===== src/rtl/cmp_arbiter_pkg.sv =====
// Shared types for the round-robin comparator arbiter: output-stage state and result flags.
package cmp_arbiter_pkg;

  typedef enum logic {
    StEmpty,
    StFull
  } out_state_e;

  typedef struct packed {
    logic eq;
    logic gt;
    logic lt;
  } cmp_flags_t;

endpackage


===== src/rtl/cmp4_core.sv =====
// Purely combinational unsigned magnitude comparator; the first differing bit from the MSB decides.
module cmp4_core #(
  parameter int unsigned W = 4
) (
  input  logic [W-1:0] a,
  input  logic [W-1:0] b,
  output logic         eq,
  output logic         gt,
  output logic         lt
);

  always_comb begin
    gt = 1'b0;
    lt = 1'b0;
    for (int i = W - 1; i >= 0; i--) begin
      if (!gt && !lt && (a[i] != b[i])) begin
        gt = a[i];
        lt = b[i];
      end
    end
    eq = !gt && !lt;
  end

endmodule


===== src/rtl/cmp_arbiter.sv =====
// Round-robin arbiter feeding one shared comparator into a single-entry registered output stage.
module cmp_arbiter
  import cmp_arbiter_pkg::*;
#(
  parameter int unsigned N_REQ = 4,
  parameter int unsigned W     = 4
) (
  input  logic                       clk,
  input  logic                       rst,
  input  logic [N_REQ-1:0]           req_valid,
  input  logic [N_REQ*W-1:0]         req_a,
  input  logic [N_REQ*W-1:0]         req_b,
  output logic [N_REQ-1:0]           req_ready,
  output logic                       rsp_valid,
  input  logic                       rsp_ready,
  output logic [$clog2(N_REQ)-1:0]   rsp_id,
  output logic                       rsp_eq,
  output logic                       rsp_gt,
  output logic                       rsp_lt
);

  localparam int unsigned IdW = $clog2(N_REQ);

  out_state_e         state_q;
  logic [IdW-1:0]     ptr_q;
  logic [IdW-1:0]     id_q;
  cmp_flags_t         flags_q;

  logic [N_REQ-1:0]   gnt;
  logic [IdW-1:0]     gnt_idx;
  logic               slot_free;
  logic               transfer;
  logic [W-1:0]       sel_a;
  logic [W-1:0]       sel_b;
  cmp_flags_t         cmp_res;

  // Requesters at or above start win first; if none, wrap to the lowest valid index.
  function automatic logic [N_REQ-1:0] rr_pick(input logic [N_REQ-1:0] valid,
                                               input logic [IdW-1:0]   start);
    logic [N_REQ-1:0] upper;
    logic [N_REQ-1:0] pick;
    for (int i = 0; i < N_REQ; i++) begin
      upper[i] = valid[i] && (i >= int'(start));
    end
    if (upper == '0) upper = valid;
    pick = '0;
    for (int i = N_REQ - 1; i >= 0; i--) begin
      if (upper[i]) begin
        pick    = '0;
        pick[i] = 1'b1;
      end
    end
    return pick;
  endfunction

  assign slot_free = (state_q == StEmpty) || rsp_ready;
  assign gnt       = rr_pick(req_valid, ptr_q);
  assign req_ready = (slot_free && !rst) ? gnt : '0;
  assign transfer  = |req_ready;

  always_comb begin
    gnt_idx = '0;
    for (int i = 0; i < N_REQ; i++) begin
      if (gnt[i]) gnt_idx = IdW'(i);
    end
  end

  assign sel_a = req_a[gnt_idx*W +: W];
  assign sel_b = req_b[gnt_idx*W +: W];

  cmp4_core #(
    .W (W)
  ) u_cmp (
    .a  (sel_a),
    .b  (sel_b),
    .eq (cmp_res.eq),
    .gt (cmp_res.gt),
    .lt (cmp_res.lt)
  );

  always_ff @(posedge clk) begin
    if (rst) begin
      state_q <= StEmpty;
      ptr_q   <= '0;
      id_q    <= '0;
      flags_q <= '0;
    end else if (transfer) begin
      // Covers both the EMPTY load and the FULL drain-and-reload in one cycle.
      state_q <= StFull;
      id_q    <= gnt_idx;
      flags_q <= cmp_res;
      ptr_q   <= (gnt_idx == IdW'(N_REQ - 1)) ? '0 : gnt_idx + IdW'(1);
    end else if ((state_q == StFull) && rsp_ready) begin
      state_q <= StEmpty;
    end
  end

  assign rsp_valid = (state_q == StFull);
  assign rsp_id    = id_q;
  assign rsp_eq    = flags_q.eq;
  assign rsp_gt    = flags_q.gt;
  assign rsp_lt    = flags_q.lt;

endmodule


===== config.mk =====
export PLATFORM = sky130hd
export DESIGN_NAME = cmp_arbiter
export DESIGN_NICKNAME = d
export VERILOG_FILES = /design/src/rtl/cmp_arbiter_pkg.sv /design/src/rtl/cmp4_core.sv /design/src/rtl/cmp_arbiter.sv
export SDC_FILE = /design/constraint.sdc
export NUM_CORES = 1
export LEC_CHECK = 0
export CORE_AREA = 2 2 53 55
export CTS_CLUSTER_DIAMETER = 80
export DETAILED_ROUTE_END_ITERATION = 16
export DIE_AREA = 0 0 55 57
export PLACE_DENSITY = 0.78
export SLEW_MARGIN = 20
export SYNTH_ARGS = -nofsm -noshare
export SYNTH_HDL_FRONTEND = slang
export SYNTH_SLANG_ARGS = --single-unit
export TNS_END_PERCENT = 1

===== constraint.sdc =====
create_clock -name clk -period 4.5 [get_ports clk]
set_clock_uncertainty 0.15 [all_clocks]
set_input_delay 0.9 -clock clk [delete_from_list [all_inputs] [get_ports clk]]
set_output_delay 0.9 -clock clk [all_outputs]
set_load 0.02 [all_outputs]

Word level (Yosys, flattened, before mapping)

Index checks and enable logic that the tools add are counted.
Widths: inputs -> output; s select.

$mul: 0
Magnitude comparators: 3
Shifts and indexed selects: 2
Bitwise operators: 1
Div/mod/pow operators: 0
Equality and inequality tests: 5
Reductions and logical operators: 25
$add $sub $neg: 1
Mux-type cells: 20

Operators with widths:

| operator            | count |
|---|---|
| $shiftx 16x5->4     | 2 |
| $mux 4              | 5 |
| $logic_and 1x1->1   | 12 |
| $mux 1              | 11 |
| $logic_not 1->1     | 9 |
| $mux 2              | 3 |
| $ge 1x2->1 const A  | 2 |
| $logic_not 4->1     | 1 |
| $ne 1x1->1          | 4 |
| $reduce_or 4->1     | 1 |
| $mux 3              | 1 |
| $add 2x1->2 const B | 1 |
| $eq 2x2->1 const B  | 1 |
| $ge 2x2->1 const A  | 1 |
| $reduce_bool 2->1   | 1 |
| $logic_or 1x1->1    | 1 |
| $not 1->1           | 1 |

Latch bits: 0
Output and inout port bits: 10
Memories kept: 0
Input port bits: 39
Bits in registers: 8
Memory bits (writable): 0
Memory bits (read-only): 0
Word-level logic and storage cells: 63

Longest topological paths before layout

Word-level depth: 27
Mapped depth: 14
Gate-level depth less buffers: 12

Modules after synthesis

Synthesis repeated with hierarchy kept, for this count alone.

Cell total of the unflattened synthesis: 126
Area, all modules: 972.2 um^2

By module, submodules not included:

| module      | sequential area each (um^2) | cells an instance | times used | area an instance (um^2) |
|---|---|---|---|---|
| cmp_arbiter | 160.2                       | 105               | 1          | 812.0 |
| cmp4_core   | 0.0                         | 21                | 1          | 160.2 |

Worst setup path after synthesis

No wires, ideal clock.

Kind: input to register
Start point: input port req_valid[1]
End point: register flags_q, in the netlist rsp_eq
Library setup time: 0.096 ns
Slack: 0.479 ns
Path buffers: 2
Data arrival time: 3.775 ns
Required time: 4.254 ns
Stages on the path: 13
Cells stage by stage: buf_2 > nor2b_1 > or4_1 > buf_2 > nand2_4 > mux2i_1 > nor2_1 > a221o_1 > ha_1 > or3b_1 > o21a_1 > or3_1 > o41ai_2

Cells in the longest elaborated chain, start to end: 26
Elaborated cells on any way between the ends: 40
Classes of those cells: eq/ne (4); shift (2); mux (16); reduce/logical (18)

RTL lines:

| what                                      | RTL line                             | source |
|---|---|---|
| from (decl)                               | cmp_arbiter.sv:10                    | `input logic [N_REQ-1:0] req_valid,` |
| $logic_and 1x1->1                         | cmp_arbiter.sv:43                    | `upper[i] = valid[i] && (i >= int'(start));` |
| $logic_not 4->1                           | cmp_arbiter.sv:45                    | `if (upper == '0) upper = valid;` |
| $mux 3 *                                  | cmp_arbiter.sv:45                    |  |
| $mux 4 (2 in a row)                       | cmp_arbiter.sv:48                    | `if (upper[i]) begin` |
| $mux 4 *                                  | cmp_arbiter.sv:48                    |  |
| $mux 1                                    | cmp_arbiter.sv:64                    | `if (gnt[i]) gnt_idx = IdW'(i);` |
| $mux 2 (2 in a row)                       | cmp_arbiter.sv:64                    |  |
| $shiftx 16x5->4, on equally long branches | cmp_arbiter.sv:68, cmp_arbiter.sv:69 |  |
| (+6 left out)                             | --                                   |  |
| $logic_not 1->1                           | cmp4_core.sv:16                      | `if (!gt && !lt && (a[i] != b[i])) begin` |
| $logic_and 1x1->1 (2 in a row)            | cmp4_core.sv:16                      |  |
| $mux 1                                    | cmp4_core.sv:16                      |  |
| $logic_not 1->1                           | cmp4_core.sv:16                      |  |
| $logic_and 1x1->1 (2 in a row)            | cmp4_core.sv:16                      |  |
| $mux 1                                    | cmp4_core.sv:16                      |  |
| $logic_not 1->1                           | cmp4_core.sv:21                      | `eq = !gt && !lt;` |
| $logic_and 1x1->1                         | cmp4_core.sv:21                      |  |
| to (signal assigned)                      | cmp_arbiter.sv:91                    | `flags_q <= cmp_res;` |
| to (decl)                                 | cmp_arbiter.sv:27                    | `cmp_flags_t flags_q;` |

Mark *: on every way between the ends. The rest lies on a longest branch, timed or not.
A chain may end at the register's enable or synchronous reset.

Worst setup path in the final report

Start point: input port req_valid[0]
End point: register flags_q, in the netlist rsp_eq

The elaborated chain is that of the path after synthesis.

==> out/results.tsv <==
stage	metric	value	unit
status	status	complete, no violations	
floorplan	core-area	0.00262	sq mm
clock_tree	hold_buffers	0	
clock_tree	cts_buffers	3	
worst_setup_path	cp-start-kind	input port	
pwr	ir_drop	231	uV
yosys	synth_xor_area_frac	0.00868	
worst_setup_path	rr_worst_depth	11	
sta	post-route-period-util	0.939	
worst_setup_path	worstSetupPathType	input port to register	
placed_design	dpl.hpwl	2.77	mm
floorplan	die-area	0.00314	sq mm
layout	antenna_cells	0	
min_path	holdPathEnd	rsp_id[0]	
drt	drc	0	
yosys	syn_avg_cell_area	7.31	sq um
global_routing	grt_pass1_vias	1275	
worst_setup_path	cp_max_fo	3	
sta	setup_viol	0	
worst_setup_path	cp_top_family	simple AND/OR/NAND/NOR gates	
yosys	synth_ff_type	dfxtp_1	
yosys	synthAdderAreaFrac	0.0459	
clock_tree	cts_buffer_depth	2	
layout	fin_util	0.619	
layout	area_growth	60.4	%
clock_tree	cts_setup_buffers	0	
clock_tree	cts_tree	done	
placed_design	portBuffers	48	
layout	stdcell_count	227	
yosys	yosys.area_share.simple	0.335	
pwr	power_density	255	mW/mm^2
worst_setup_path	cp_slowest_stage_delay	0.59	ns
layout	fillerInstances	247	
min_path	whs_path_depth	2	
sta	report.final.slew_viol_count	0	
worst_setup_path	cp_data_arrival_time	4.24	ns
clock_tree	clk_pin_slew	0.05	ns
yosys	syn_area	0.00101	sq mm
worst_setup_path	path_cells	clkdlybuf4s50_1, nor2b_2, or4_1, nand2_4, mux2i_1, nor2_1, a221o_1, ha_1, or3b_1, o21a_1, or3_1, o41ai_2	
layout	final_area	0.00162	sq mm
yosys	ys_ff_latch	8	
sta	finalHoldViolCount	0	
floorplan	row_count	19	
floorplan	start_util	0.386	
yosys	synth_compound_area_frac	0.387	
worst_setup_path	reg2reg_to	rsp_eq	
sta	fin_crit	4.23	ns
worst_setup_path	startpoint	req_valid[0]	
sta	tns	0	ns
drt	drt-pass1-iter-count	4	
yosys	synth_mux_area_frac	0.0199	
flow_run	maxCapViolCount	0	
worst_setup_path	critical_path.slowest_cell	or4_1	
clock_tree	cts.sinks	8	
drt	routed_wl	3.26	mm
floorplan	dieHeight	57	um
global_routing	globalRouteMet1Util	0.289	
min_path	hold_path.class	register to register	
worst_setup_path	regToRegSetupSlack	0.92	ns
min_path	hp-start	rsp_id[0]	
yosys	synth_area_leaders	dfxtp_1, o21ai_0, nand3_1, nor2_1, a21oi_1	
drt	vias_per_cell	5.76	
placed_design	placed_area	0.00160	sq mm
layout	nNetsFinal	239	
floorplan	io_pins	49	
drt	ant_nets	0	
yosys	synth_top_cell_by_area	dfxtp_1	
worst_setup_path	cp.required	4.52	ns
pwr	fin_total_pwr	412	uW
clock_tree	clk_latency	0.26	ns
worst_setup_path	r2r_start	ptr_q[0]	
yosys	synth_edf_count	0	
yosys	postSynthCellCount	138	
yosys	syn-num-nets	179	
global_routing	gr-usage-met2	0.410	
global_routing	antenna_found_initial	0	
sta	rsz0062_at_grt	false	
sta	worst_hold_slack	0.304	ns
yosys	synth_top_family_by_area	compound AO/OA/AOI/OAI gates	
clock_tree	cts_resized	0	
yosys	yosysWarnings	0	
clock_tree	cts-root-buf	clkbuf_4	
layout	multi_input_area	803	sq um
global_routing	grt_first_pass_wirelength	5.44	mm
global_routing	track_usage	0.230	
sta	maxSlewHeadroom	0.579	
placed_design	place_inst	224	
layout	layout-drive-gt1-share	0.133	
worst_setup_path	crit_buf_inv	1	
yosys	ys_types	51	
global_routing	grt_max_degree	17	
yosys	async_flop_share	0	
layout	register_area	160	sq um
yosys	synth_top_area_frac	0.159	
sta	worst_pin_slew	0.626	ns
global_routing	grt.met3_usage	0.0131	
placed_design	pre_cts_ws	0.00852	ns
sta	layout_setup_ws	0.275	ns
drt	num_vias	1308	
worst_setup_path	endpoint_kind	register	
placed_design	finalWeightedCongestion	0.889	
sta	clock.fmax	0.237	GHz
yosys	ys_seq_area_frac	0.159	
floorplan	die_w	55	um
drt	drt_iter0_drc	34	
clock_tree	cts_htree_levels	1	
drt	wl_per_cell	14.4	um
global_routing	overflow	0	
global_routing	busiest_layer	met2	
pwr	leakage	0.652	nW
## worst max path at each step
| stage | cells after the start | slack [ns] | endpoint |
|---|---|---|---|
| after global placement | 12 | 0.11 | rsp_eq |
| after floorplan | 13 | 0.48 | rsp_eq |
| after global routing | 12 | 0.11 | rsp_eq |
| after CTS | 12 | 0.26 | rsp_eq |
| final | 12 | 0.27 | rsp_eq |
| after detailed placement | 12 | 0.009 | rsp_eq |
## sequential cells by signal, indices dropped and copies added (netlist names)
name,flops
rsp_id,2
rsp_eq,1
rsp_valid,1
rsp_lt,1
rsp_gt,1
ptr_q,2
## synthesized netlist by cell type (4+ instances only)
| library cell | number |
|---|---|
| o21ai_0 | 10 |
| a211oi_1 | 4 |
| nor2b_1 | 4 |
| nor3_1 | 6 |
| a21oi_1 | 8 |
| nand2b_1 | 6 |
| nor2_1 | 11 |
| dfxtp_1 | 8 |
| inv_1 | 6 |
| nand2_1 | 7 |
| nand3_1 | 9 |
## layer usage
layer  up-vias  part of all wire
met3         5             0.047
met5         -                 0
met2        42              0.51
li1        652                 -
met1       609              0.43
met4         0             0.013
## tightest hold or removal path, delay by kind of cell, from the launching register on
family	cells	cell delay, ns
flops	1	0.30
simple gates	1	0.05
compound gates	1	0.05
## cell families after synthesis
| kind of cell | after synthesis |
|---|---|
| buffers and inverters | 11 |
| multiplexers | 2 |
| AND/OR/NAND/NOR | 61 |
| AO/OA/AOI/OAI | 51 |
| adder cells (fa/ha/maj) | 4 |
| flip-flops | 8 |
| XOR/XNOR | 1 |
## layout by cell type (no fill, tap or decap), types with 4 or more instances in the layout
cell type | netlist | routed
clkdlybuf4s50_1 | 0 | 48
buf_4 | 0 | 12
nor2_1 | 11 | 11
o21ai_0 | 10 | 10
nand3_1 | 9 | 9
a21oi_1 | 8 | 8
dfxtp_1 | 8 | 8
nand2_1 | 7 | 7
inv_1 | 6 | 6
nand2b_1 | 6 | 6
nor3_1 | 6 | 6
nor2b_1 | 4 | 4
a211oi_1 | 4 | 4
## final cells by class
cell class | instances | area share
timing repair buffer | 60 | 0.353
multi-input combinational | 119 | 0.497
inverter | 6 | 0.0139
tap | 31 | 0.0240
sequential | 8 | 0.0990
clock buffer | 3 | 0.0139
## power breakdown
group	switching [mW]	leakage (nW)	internal (mW)
sequential	0.0123	0.0664	0.0830
combinational	0.124	0.572	0.136
clock	0.0261	0.0138	0.0306
total	0.162	0.652	0.249
Note: power is estimated with default switching activity, not from simulation.
